**config.mk**
```make
export PLATFORM = sky130hd
export DESIGN_NAME = thor2025_checkpoint_ctrl
export DESIGN_NICKNAME = d
export VERILOG_FILES = /design/src/rtl/thor2025_pkg.sv /design/src/rtl/thor2025_checkpoint_ctrl.sv
export SDC_FILE = /design/constraint.sdc
export NUM_CORES = 1
export LEC_CHECK = 0
export CORE_ASPECT_RATIO = 1.2
export CORE_UTILIZATION = 45
export CTS_CLUSTER_SIZE = 10
export DETAILED_ROUTE_END_ITERATION = 10
export HOLD_SLACK_MARGIN = 0.05
export PLACE_DENSITY = 0.75
export SLEW_MARGIN = 20
export SYNTH_ARGS = -nofsm -noshare
export SYNTH_HDL_FRONTEND = slang
export SYNTH_SLANG_ARGS = --single-unit
```
**constraint.sdc**
```tcl
create_clock -name clk -period 4.34 [get_ports clk]
set_input_delay 1.085 -clock clk [delete_from_list [all_inputs] [get_ports clk]]
set_output_delay 1.085 -clock clk [all_outputs]
set_load 0.005 [all_outputs]
```
**src/rtl/thor2025_pkg.sv**
```systemverilog
// Shared Thor2025 rename-map types: checkpoint id width and default checkpoint count.
package thor2025_pkg;

    localparam int NCHECK_DFLT = 8;

    typedef logic [$clog2(NCHECK_DFLT)-1:0] checkpoint_id_t;

endpackage

```
**src/rtl/thor2025_checkpoint_ctrl.sv**
```systemverilog
// Rename-map checkpoint allocator: grants copy strobes on branch enqueue, frees in
// retire order, and rewinds the active map index on a branch miss or exception.
module thor2025_checkpoint_ctrl
    import thor2025_pkg::*;
#(
    parameter int NCHECK      = NCHECK_DFLT,
    parameter int RESTORE_CYC = 1
) (
    input  logic                      clk,
    input  logic                      rst,
    input  logic                      alloc_req,
    input  logic                      free_req,
    input  logic                      restore,
    input  logic [$clog2(NCHECK)-1:0] restore_id,
    output logic [$clog2(NCHECK)-1:0] ndx,
    output logic                      cp,
    output logic                      alloc_gnt,
    output logic [$clog2(NCHECK)-1:0] alloc_id,
    output logic [$clog2(NCHECK)-1:0] count,
    output logic                      full,
    output logic                      empty,
    output logic                      stall,
    output logic                      restore_err
);

    localparam int IW = $clog2(NCHECK);

    typedef enum logic {CK_RUN = 1'b0, CK_RECOVER = 1'b1} ckpt_state_t;

    ckpt_state_t   state_r;
    logic [IW-1:0] head_r;
    logic [IW-1:0] tail_r;
    logic [IW-1:0] count_r;
    logic [3:0]    rcnt_r;
    logic          err_r;

    logic          free_ok_s;
    logic [IW-1:0] tail_n_s;
    logic [IW-1:0] count_n_s;
    logic [IW-1:0] dist_s;
    logic          restore_ok_s;
    logic          full_s;
    logic          gnt_s;

    // The free is applied before judging the restore window, so a restore may not
    // target the checkpoint being retired in the same cycle.
    assign free_ok_s    = free_req & (count_r != {IW{1'b0}});
    assign tail_n_s     = tail_r + IW'(free_ok_s);
    assign count_n_s    = count_r - IW'(free_ok_s);
    assign dist_s       = restore_id - tail_n_s;
    assign restore_ok_s = (dist_s <= count_n_s);

    assign full_s = (count_r == IW'(NCHECK - 1));
    assign gnt_s  = alloc_req & (state_r == CK_RUN) & ~restore & ~full_s;

    assign ndx         = head_r;
    assign cp          = gnt_s;
    assign alloc_gnt   = gnt_s;
    assign alloc_id    = head_r + {{(IW-1){1'b0}}, 1'b1};
    assign count       = count_r;
    assign full        = full_s;
    assign empty       = (count_r == {IW{1'b0}});
    assign stall       = full_s | (state_r == CK_RECOVER) | restore;
    assign restore_err = err_r;

    // Checkpoint window, recovery sequencing and sticky restore error.
    always_ff @(posedge clk) begin
        if (rst) begin
            head_r  <= {IW{1'b0}};
            tail_r  <= {IW{1'b0}};
            count_r <= {IW{1'b0}};
            state_r <= CK_RUN;
            rcnt_r  <= 4'd0;
            err_r   <= 1'b0;
        end else if (restore) begin
            tail_r <= tail_n_s;
            if (restore_ok_s) begin
                head_r  <= restore_id;
                count_r <= dist_s;
                state_r <= CK_RECOVER;
                rcnt_r  <= 4'(RESTORE_CYC - 1);
            end else begin
                count_r <= count_n_s;
                err_r   <= 1'b1;
            end
        end else begin
            tail_r  <= tail_n_s;
            head_r  <= head_r + IW'(gnt_s);
            count_r <= count_n_s + IW'(gnt_s);
            if (state_r == CK_RECOVER) begin
                if (rcnt_r == 4'd0) begin
                    state_r <= CK_RUN;
                end else begin
                    rcnt_r <= rcnt_r - 4'd1;
                end
            end else begin
                state_r <= CK_RUN;
            end
        end
    end

endmodule

```
==> tab_implementation.tex <==
\begin{tabular}{lr}
\hline
Metric & Value \\
\hline
\multicolumn{2}{l}{\textbf{Outcome}} \\
\quad Status & complete, no violations \\
\multicolumn{2}{l}{\textbf{Worst hold path}} \\
\quad Worst hold-check path type & flip-flop to flip-flop \\
\multicolumn{2}{l}{\textbf{Power and ir drop}} \\
\quad Max VDD drop & 0.423 mV \\
\quad Power, Total & 731 µW \\
\quad Cell area power density & 586 nW/µm² \\
\quad Reported net switching power & 290 µW \\
\quad Relative contribution of combinational cells to total power & 0.629 \\
\quad Int Power & 441 µW \\
\quad Relative contribution of sequential cells to total power & 0.262 \\
\quad Switching part of the total power & 0.397 \\
\quad Part of the total power dissipated in the clock network & 0.109 \\
\quad LEAKAGE & 0.566 nW \\
\multicolumn{2}{l}{\textbf{Timing}} \\
\quad Final Skew & 11.0 ps \\
\quad Final Max Slew Viols & 0 \\
\quad Slew of the pin with the lowest slew margin & 546 ps \\
\quad Total Neg Setup Slack & 0 ps \\
\quad Time the worst path needs with I/O delays and setup & 3920 ps \\
\quad Fmax & 0.255 GHz \\
\quad Endpoints failing hold & 0 \\
\quad Setup repair after global routing missed its margin & false \\
\quad Final setup viols & 0 \\
\quad Share of the cycle needed by the critical path after routing & 0.904 \\
\quad Worst rel slew slack & 0.633 \\
\multicolumn{2}{l}{\textbf{Route}} \\
\quad Average via count per standard cell & 4.97 \\
\quad Overall via count from detail\_route & 805 \\
\quad Number of detailed-route iterations in the first pass & 4 \\
\quad Average routed wire per standard cell & 12.1 µm \\
\quad Antenna viol nets, final & 0 \\
\quad Post-route DRC & 0 \\
\quad First-iteration detailed-routing DRC count & 8 \\
\quad Detailed Route WL & 1960 µm \\
\multicolumn{2}{l}{\textbf{Yosys}} \\
\quad Gate Count Post-Synth & 109 \\
\quad Synth unique cells & 31 \\
\quad Number of synthesized register bits & 15 \\
\quad Average cell area after synthesis & 8.93 µm² \\
\quad Post-synthesis instance area & 973 µm² \\
\quad YS warnings & 0 \\
\quad Fraction of post-synthesis cell area in the top cell type by area & 0.308 \\
\quad Yosys top cell by area & dfxtp\_1 \\
\quad Net count after synthesis & 132 \\
\quad Synth area leaders & dfxtp\_1 31\%, ha\_1 18\%, xnor2\_1 6.3\% \\
\quad Number of synthesized flops with an enable pin & 0 \\
\quad Most used DFF post-synth & dfxtp\_1 \\
\quad Async set-or-reset flop fraction in the synthesized netlist & 0 \\
\quad Share of the yosys chip area belonging to registers & 0.308 \\
\multicolumn{2}{l}{\textbf{Layout}} \\
\quad End-of-flow core utilization & 0.609 \\
\quad Count of inserted antenna diode cells & 0 \\
\quad Share of final-layout standard cells stronger than drive strength 1 & 0.0606 \\
\quad Area growth from synthesis to layout & 28.1\% \\
\quad Cell area after layout & 1250 µm² \\
\quad Final \#Nets & 156 \\
\multicolumn{2}{l}{\textbf{Placed design}} \\
\quad Total cell area at the placement stage & 1220 µm² \\
\quad Port buffer count & 22 \\
\quad Detailed-placement wirelength estimate & 1560 µm \\
\quad Final weighted congestion in routability-driven placement & 0.786 \\
\multicolumn{2}{l}{\textbf{CTS}} \\
\quad TritonCTS clock tree & done \\
\quad Clock Sink Count & 15 \\
\quad CTS resizes & 0 \\
\quad Source-to-sink clock delay at the later pin of the worst-skew pair & 290 ps \\
\quad H-tree levels & 1 \\
\quad Post-CTS Repair Setup Buffers & 0 \\
\quad Inserted Clock Buffers & 3 \\
\quad Library cell used as clock root buffer & clkbuf\_4 \\
\quad Clk pin slew, worst setup/hold paths & 100 ps \\
\quad Count of hold-fix buffers inserted at cts & 0 \\
\quad Largest buffer count on any clock path & 2 \\
\multicolumn{2}{l}{\textbf{Floorplanning}} \\
\quad Chip height & 53.0 µm \\
\quad Initial standard-cell utilization of the core & 0.475 \\
\quad Die Span X & 44.5 µm \\
\quad Top-level port count & 23 \\
\quad Standard cell core area & 2050 µm² \\
\quad Row count & 18 \\
\quad Die footprint & 2350 µm² \\
\multicolumn{2}{l}{\textbf{Global route}} \\
\quad Global router's overall resource usage & 0.189 \\
\quad Wire length of the first global-routing pass & 3220 µm \\
\quad Sum of overflow across all layers after global routing & 0 \\
\quad Vias in the first global route & 786 \\
\quad Initial antenna violation count & 0 \\
\quad Maximum number of pins on one net before global-route repair & 19 \\
\multicolumn{2}{l}{\textbf{Setup path}} \\
\quad Required time of the critical path & 4530 ps \\
\quad Largest fanout of any net on the critical path & 10 \\
\quad Series of cell instances along the critical path & clkdlybuf4s50\_1, nor2b\_1, ha\_1, ha\_1, fa\_1, inv\_1, ha\_1, nor2b\_1, a2bb2oi\_1, maj3\_4, and2\_0, o221a\_1 \\
\quad Worst EP arrival & 4110 ps \\
\quad Worst-path cell with the longest stage delay & fa\_1 \\
\quad Delay of the slowest cell on the worst path & 520 ps \\
\quad Critical path startpoint category & primary input \\
\quad Kind of critical path & primary input to flip-flop \\
\quad Critical Path Most Common Cell & ha\_1 \\
\quad Worst Setup End Kind & flip-flop \\
\multicolumn{2}{l}{\textbf{Flow run}} \\
\quad Max-cap violations & 0 \\
\hline
\end{tabular}
kinds of logic (layout without fill, tap and decap cells):
| logic type | count (synthesis) | count (layout) | share of synthesized area |
|---|---|---|---|
| DFF | 15 | 15 | 0.308 |
| buffers and inverters | 18 | 41 | 0.0733 |
| and+or+nand+nor | 30 | 30 | 0.163 |
| muxes | 3 | 3 | 0.0308 |
| adders and majority gates | 16 | 16 | 0.215 |
| xor gates and xnor gates | 9 | 9 | 0.0810 |
| AOI/OAI and AO/OA | 18 | 18 | 0.129 |
through the flow:
| step | instances | setup WS [ps] | hold WS [ps] |
|---|---|---|---|
| 3_5_place_dp | 158 | 111 | 468 |
| 2_1_floorplan | 109 | 694 | 460 |
| 6_report | 162 | 415 | 487 |
| 3_3_place_gp | 158 | 192 | 455 |
| 5_1_grt | 162 | 216 | 529 |
| 4_1_cts | 162 | 402 | 496 |
cells in the mapped netlist (all sizes together), types with 2 or more instances:
cell / number
inv: 14
a211oi: 2
nand2b: 2
ha: 14
nor2: 9
a21oi: 4
xnor2: 7
dfxtp: 15
nor2b: 6
xor2: 2
clkbuf: 3
o21a: 2
nand2: 3
mux2i: 3
o21ai: 4
nor3: 3
o221ai: 3
layer usage:
metal	vias up	track usage	wire length [µm]
li1	417	-	-
met4	0	0.0909	12
met2	15	0.353	1020
met3	2	0.0205	60
met1	371	0.207	868
met5	-	0	0
cell usage in the layout (no fill, tap or decap), types with 2 or more instances in the layout:
cell	count
xnor2_1	7
xor2_1	2
nor2b_1	5
o21ai_0	4
clkdlybuf4s50_1	22
dfxtp_1	15
ha_1	14
nand2_1	3
o221ai_1	3
clkbuf_4	3
mux2i_1	3
nand2b_1	2
nor3_1	3
o21a_1	2
a21oi_1	4
nor2_1	9
inv_1	14
a211oi_1	2
layout make-up:
cell class	count	area, µm²
multi-input cells	76	602
well taps	30	37.5
clock inverters	1	5.00
flip-flops and latches	15	300
fillers	197	802
repair buffers	23	228
clock buffers	3	22.5
inverters	14	52.6
critical path, delay by kind of cell:
| family | cells | cell delay (ps) |
|---|---|---|
| and+or+nand+nor | 3 | 490 |
| adders and majority gates | 5 | 1650 |
| AOI/OAI and AO/OA | 2 | 370 |
| buffers and inverters | 2 | 510 |
path summary, 6_finish.rpt:
kind / from / to / slack, ps / cells past startpoint
max reg2reg: count[1] / ndx[2] / 1110 / 12
max: free_req / ndx[2] / 420 / 12
min reg2reg: restore_err / restore_err / 490 / 2
min: restore_err / restore_err / 490 / 2
power groups by stage:
stage                     sequential (mW)  combinational, mW  clock (mW)
after floorplan                     0.192              0.305           0
after global placement              0.194              0.437           0
after detailed placement            0.195              0.459           0
after CTS                           0.191              0.464      0.0838
after global routing                0.195              0.512      0.0879
final                               0.191              0.460      0.0798
registers in the layout, indices dropped and copies added, names as in the netlist:
signal / cells
ndx: 3
rcnt_r: 4
count: 3
restore_err: 1
tail_r: 3
state_r: 1
No activity file was read; power rests on OpenSTA's default activity.
